<file path="src/rtl/prefix_pkg.sv">
// Carry-flag encoding and the prefix combine operator shared by the adder levels.
package prefix_pkg;

  localparam logic [1:0] FLAG_KILL = 2'b00;
  localparam logic [1:0] FLAG_GEN  = 2'b11;
  localparam logic [1:0] FLAG_PROP = 2'b01;

  // Both mixed encodings (01 and 10) mean propagate.
  function automatic logic flag_is_prop(input logic [1:0] f);
    return (f == FLAG_PROP) || (f == ~FLAG_PROP);
  endfunction

  // A propagating upper group inherits the lower group's flag; kill/generate stick.
  function automatic logic [1:0] flag_combine(input logic [1:0] hi, input logic [1:0] lo);
    return flag_is_prop(hi) ? lo : hi;
  endfunction

endpackage

</file>
<file path="src/rtl/prefix_level.sv">
// One Kogge-Stone style prefix level: position j looks back DISTANCE positions.
module prefix_level
  import prefix_pkg::*;
#(
  parameter int unsigned WIDTH    = 32,
  parameter int unsigned DISTANCE = 1
) (
  input  logic [WIDTH:0][1:0] flags_prev,
  output logic [WIDTH:0][1:0] flags_next
);

  for (genvar j = 0; j <= WIDTH; j++) begin : g_pos
    if (j >= DISTANCE) begin : g_combine
      assign flags_next[j] = flag_combine(flags_prev[j], flags_prev[j - DISTANCE]);
    end else begin : g_pass
      assign flags_next[j] = flags_prev[j];
    end
  end

endmodule

</file>
<file path="src/rtl/pipelined_prefix_adder.sv">
// Parallel-prefix adder/subtractor with a stall-as-a-whole valid/ready pipeline.
module pipelined_prefix_adder
  import prefix_pkg::*;
#(
  parameter int unsigned WIDTH     = 32,
  parameter int unsigned REG_EVERY = 2
) (
  input  logic             clk,
  input  logic             reset,
  input  logic             in_valid,
  output logic             in_ready,
  input  logic [WIDTH-1:0] in_a,
  input  logic [WIDTH-1:0] in_b,
  input  logic             in_sub,
  input  logic             in_cin,
  output logic             out_valid,
  input  logic             out_ready,
  output logic [WIDTH-1:0] out_sum,
  output logic             out_cout,
  output logic             out_ovf,
  output logic             out_zero
);

  localparam int unsigned LEVELS = $clog2(WIDTH + 1);
  localparam int unsigned S      = 1 + (LEVELS + REG_EVERY - 1) / REG_EVERY;

  logic                   advance;
  logic [S-1:0]           valid_q;
  logic [WIDTH-1:0]       p_q [S];
  logic [WIDTH-1:0]       b_eff;
  logic [WIDTH:0][1:0]    flags_in;
  logic [WIDTH:0][1:0]    flags0_q;
  logic [WIDTH:0][1:0]    lvl [LEVELS+1];
  logic [WIDTH:0]         carry;
  logic [WIDTH-1:0]       sum;

  assign advance   = !out_valid || out_ready;
  assign in_ready  = advance || reset;
  assign out_valid = valid_q[S-1];

  // Build the input flag vector: position 0 is the effective carry-in.
  always_comb begin
    b_eff       = in_sub ? ~in_b : in_b;
    flags_in    = '0;
    flags_in[0] = (in_sub || in_cin) ? FLAG_GEN : FLAG_KILL;
    for (int i = 0; i < WIDTH; i++) begin
      flags_in[i+1] = {in_a[i], b_eff[i]};
    end
  end

  // Valid bits shift with the pipeline; bubbles travel like beats.
  always_ff @(posedge clk) begin
    if (reset) begin
      valid_q <= '0;
    end else if (advance) begin
      valid_q <= {valid_q[S-2:0], in_valid};
    end
  end

  // Stage-0 flags and the propagate vector that rides along to the output.
  always_ff @(posedge clk) begin
    if (advance) begin
      flags0_q <= flags_in;
      p_q[0]   <= in_a ^ b_eff;
      for (int s = 1; s < S; s++) begin
        p_q[s] <= p_q[s-1];
      end
    end
  end

  assign lvl[0] = flags0_q;

  for (genvar k = 0; k < LEVELS; k++) begin : g_level
    logic [WIDTH:0][1:0] comb_flags;

    prefix_level #(
      .WIDTH    (WIDTH),
      .DISTANCE (32'(1) << k)
    ) u_level (
      .flags_prev (lvl[k]),
      .flags_next (comb_flags)
    );

    if (((k + 1) % REG_EVERY == 0) || (k == LEVELS - 1)) begin : g_reg
      logic [WIDTH:0][1:0] flags_q;

      // Pipeline register closing this group of levels.
      always_ff @(posedge clk) begin
        if (advance) begin
          flags_q <= comb_flags;
        end
      end

      assign lvl[k+1] = flags_q;
    end else begin : g_comb
      assign lvl[k+1] = comb_flags;
    end
  end

  // Resolved flags are carries into each bit; form the result from the last stage.
  always_comb begin
    carry = '0;
    for (int i = 0; i <= WIDTH; i++) begin
      carry[i] = (lvl[LEVELS][i] == FLAG_GEN);
    end
    sum      = p_q[S-1] ^ carry[WIDTH-1:0];
    out_sum  = sum;
    out_cout = carry[WIDTH];
    out_ovf  = carry[WIDTH] ^ carry[WIDTH-1];
    out_zero = (sum == '0);
  end

endmodule

</file>
<file path="config.mk">
export PLATFORM = sky130hd
export DESIGN_NAME = pipelined_prefix_adder
export DESIGN_NICKNAME = d
export VERILOG_FILES = /design/src/rtl/prefix_pkg.sv /design/src/rtl/prefix_level.sv /design/src/rtl/pipelined_prefix_adder.sv
export SDC_FILE = /design/constraint.sdc
export NUM_CORES = 1
export LEC_CHECK = 0
export ABC_AREA = 1
export CAP_MARGIN = 0
export CORE_MARGIN = 10
export CORE_UTILIZATION = 53
export DETAILED_ROUTE_END_ITERATION = 7
export PLACE_DENSITY_LB_ADDON = 0.08
export SLEW_MARGIN = 5
export SYNTH_ARGS = -nofsm -noshare
export SYNTH_HDL_FRONTEND = slang
export SYNTH_SLANG_ARGS = --single-unit
export TNS_END_PERCENT = 5
</file>
<file path="constraint.sdc">
create_clock -name clk -period 12.1 [get_ports clk]
set_clock_uncertainty 0.1 [all_clocks]
set_input_delay 1.815 -clock clk [delete_from_list [all_inputs] [get_ports clk]]
set_output_delay 1.815 -clock clk [all_outputs]
set_load 0.02 [all_outputs]
</file>
==> results.toml <==
[global_routing]
grt_use_total = 0.159
grt_pass1_wl_mm = 47.7
grt_max_degree = 206
grt_pass1_vias = 9259
grt-ovfl-total = 0
antenna_found_initial = 1

[status]
status = "completed"

[sta]
fin_tns_setup_ps = 0
slew_headroom = 0.274
final.min_clock_period_ps = 5570
worst_slew_pin_slew_ps = 1090
rsz0062_at_grt = "false"
post-route-period-util = 0.460
setup_viol = 0
fmax_mhz = 180
hold_viol_final = 0
drv_slew = 0

[synth]
avgSynthCellArea_um2 = 12.0
ys.flop_type = "edfxtp_1"
ys_ff_latch = 392
ys_async_sr_fraction = 0
yosysSeqAreaShare = 0.719
synth_area_um2 = 16300
synth_cell_types = 24
syn_nets = 1433
synth_edf_count = 388
synthCells = 1363
yosysWarnings = 0

[power]
p_int_w = 0.00278
p_leak_nw = 7.86
pwr-share-seq = 0.540
p_per_area_nw_per_um2 = 200
max-vdd-ir-drop_mv = 0.114
netSwitchingPower_w = 0.00103
sw_frac_of_total = 0.270
power_frac_comb = 0.168
p_clk_frac = 0.292

[worst_setup_path]
reg2reg_depth = 5
slowest_stage = "clkdlybuf4s50_1"
critical_path.endpoint_type = "output port"
crit_path_end = "in_ready"
cpPeakStageDelay_ps = 540
timing.rr.start = "valid_q[3]"
cpLargestDelayFamily = "buffers and inverters"
path_class = "in -> out"
startpoint_type = "input port"
cpMostUsedCell = "clkdlybuf4s50_1"
path_depth = 5
path_cells = "clkdlybuf4s50_1 -> nor2_1 -> clkinvlp_4 -> or2_2 -> clkdlybuf4s50_1"
r2r_end = "flags0_q[50]"
arrival_ps = 3660
reg2reg_slack_ps = 9320
crit_fanout = 6
worstPathRequired_ps = 10180
cp_num_buf_inv = 3
crit_start = "out_ready"

[cts]
cts_tree = "done"
root_buffer = "clkbuf_16"
htree_levels = 2
cts_resized = 0
numCtsBuffers = 40
max-clock-path-buffers = 3
insertion_delay_ps = 520
ctsHoldBuffers = 0
clk_pin_slew_ps = 60
numClockSinks = 392
cts_setup_buffers = 0

[run]
maxCapViolCount = 0

[detailed_routing]
dr.first_iter.drc_count = 735
routedWlPerCell_um = 16.0
ant_nets = 0
wirelength_mm = 30.8
dr.pass1.iters = 5
vias = 9727
drc = 0
via_per_inst = 5.03

[finish]
area_growth_pct = 16.6
diodes = 0
stdcell_area_um2 = 19000
nets = 1579
fin_util = 0.624
final_layout_size_suffix_gt1_frac = 0.0592
fin_cells = 1932

[floorplan]
rows = 64
start_util = 0.535
ios = 107
die_w_um = 195
core_um2 = 30500
die_h_um = 195
design.die.area_um2 = 38200

[placement]
io_buffers = 106
place.gp.congestion = 0.827
dp_hpwl_mm = 22.7
placed_cell_area_um2 = 17900
placed_cells = 1863

[worst_hold_path]
hold_class = "reg -> reg"
hold_path_depth = 0
## cell type report
cell class / count / area (um2)
Sequential cell: 392 / 11700
Clock inverter: 15 / 98.8
Tap cell: 396 / 495
Fill cell: 2394 / 11500
Multi-Input combinational cell: 806 / 3930
Clock buffer: 54 / 1070
Inverter: 161 / 608
Timing Repair Buffer: 108 / 1100
## per-stage QoR
| stage | setup slack [ps] | hold slack [ps] | total power, W |
|---|---|---|---|
| after detailed placement | 6520 | 305 | 0.00273 |
| after floorplan | 1540 | 300 | 0.00244 |
| after global routing | 6410 | 321 | 0.00401 |
| after CTS | 6520 | 314 | 0.00385 |
| final | 6530 | 313 | 0.00381 |
| after global placement | 6540 | 300 | 0.00270 |
## per-layer routing
metal | up-vias | track usage | routed length, um
met5 | - | 0 | 0
met4 | 0 | 0.0645 | 971
met3 | 57 | 0.0262 | 1500
met2 | 206 | 0.263 | 14900
met1 | 4504 | 0.204 | 13500
li1 | 4960 | - | -
## power groups by stage
stage	clock [W]	sequential, W	combinational (W)
floorplan	0	0.00202	0.000415
global placement	0	0.00208	0.000628
detailed placement	0	0.00209	0.000644
CTS	0.00114	0.00206	0.000648
global route	0.00119	0.00209	0.000724
finish	0.00111	0.00206	0.000639
## cells in the mapped netlist (3+ instances only)
master / instances / share of area
nand3b_1: 8 / 0.0037
a31oi_1: 5 / 0.0019
maj3_1: 10 / 0.0061
and3_1: 3 / 0.0011
o21a_1: 3 / 0.0014
nand2_1: 274 / 0.063
or2_2: 35 / 0.013
o21ai_0: 122 / 0.037
inv_1: 161 / 0.037
dfxtp_1: 4 / 0.0049
nand3_1: 29 / 0.0089
nor2_1: 148 / 0.034
o31ai_1: 4 / 0.0018
a21oi_1: 85 / 0.026
buf_8: 3 / 0.0028
edfxtp_1: 388 / 0.71
xor2_1: 70 / 0.038
a21boi_0: 5 / 0.0023
## kinds of logic (layout without fill, tap and decap cells)
family / after synthesis / after routing / share of synthesized area
and+or+nand+nor: 500 / 500 / 0.125
DFF: 392 / 392 / 0.719
AOI/OAI and AO/OA: 225 / 225 / 0.0714
buffers and inverters: 165 / 338 / 0.0405
xor gates and xnor gates: 71 / 71 / 0.0381
adders and majority gates: 10 / 10 / 0.00613
## registers in the layout (all words and copies together), names as in the netlist
| name | flops |
|---|---|
| flags0_q | 65 |
| valid_q | 4 |
| p_q | 128 |
| g_level.g_reg.flags_q | 195 |
## cells in the final DEF, fill, tap and decap left out, drive strengths merged
cell and count:
edfxtp 388, nand2 274, inv 160, nor2 148, o21ai 122, clkdlybuf4s50 105
a21oi 85, xor2 70, clkbuf 54, or2 35, nand3 29, clkinv 14
maj3 10, nand3b 8, a21boi 5, a31oi 5, o31ai 4, dfxtp 4
and3 3, o21a 3, buf 3, clkinvlp 1, nand4 1, nor4 1
xnor2 1, nor3 1, a211oi 1, bufinv 1
## worst min-delay path by stage
| stage | from | to | slack, ps |
|---|---|---|---|
| after CTS | p_q[0][7] | p_q[1][7] | 310 |
| after global placement | p_q[0][15] | p_q[1][15] | 300 |
| after global routing | p_q[1][17] | p_q[2][17] | 320 |
| after floorplan | p_q[0][0] | p_q[1][0] | 300 |
| after detailed placement | p_q[0][13] | p_q[1][13] | 300 |
| final | p_q[0][7] | p_q[1][7] | 310 |
Power figures use the tool's default switching activity.
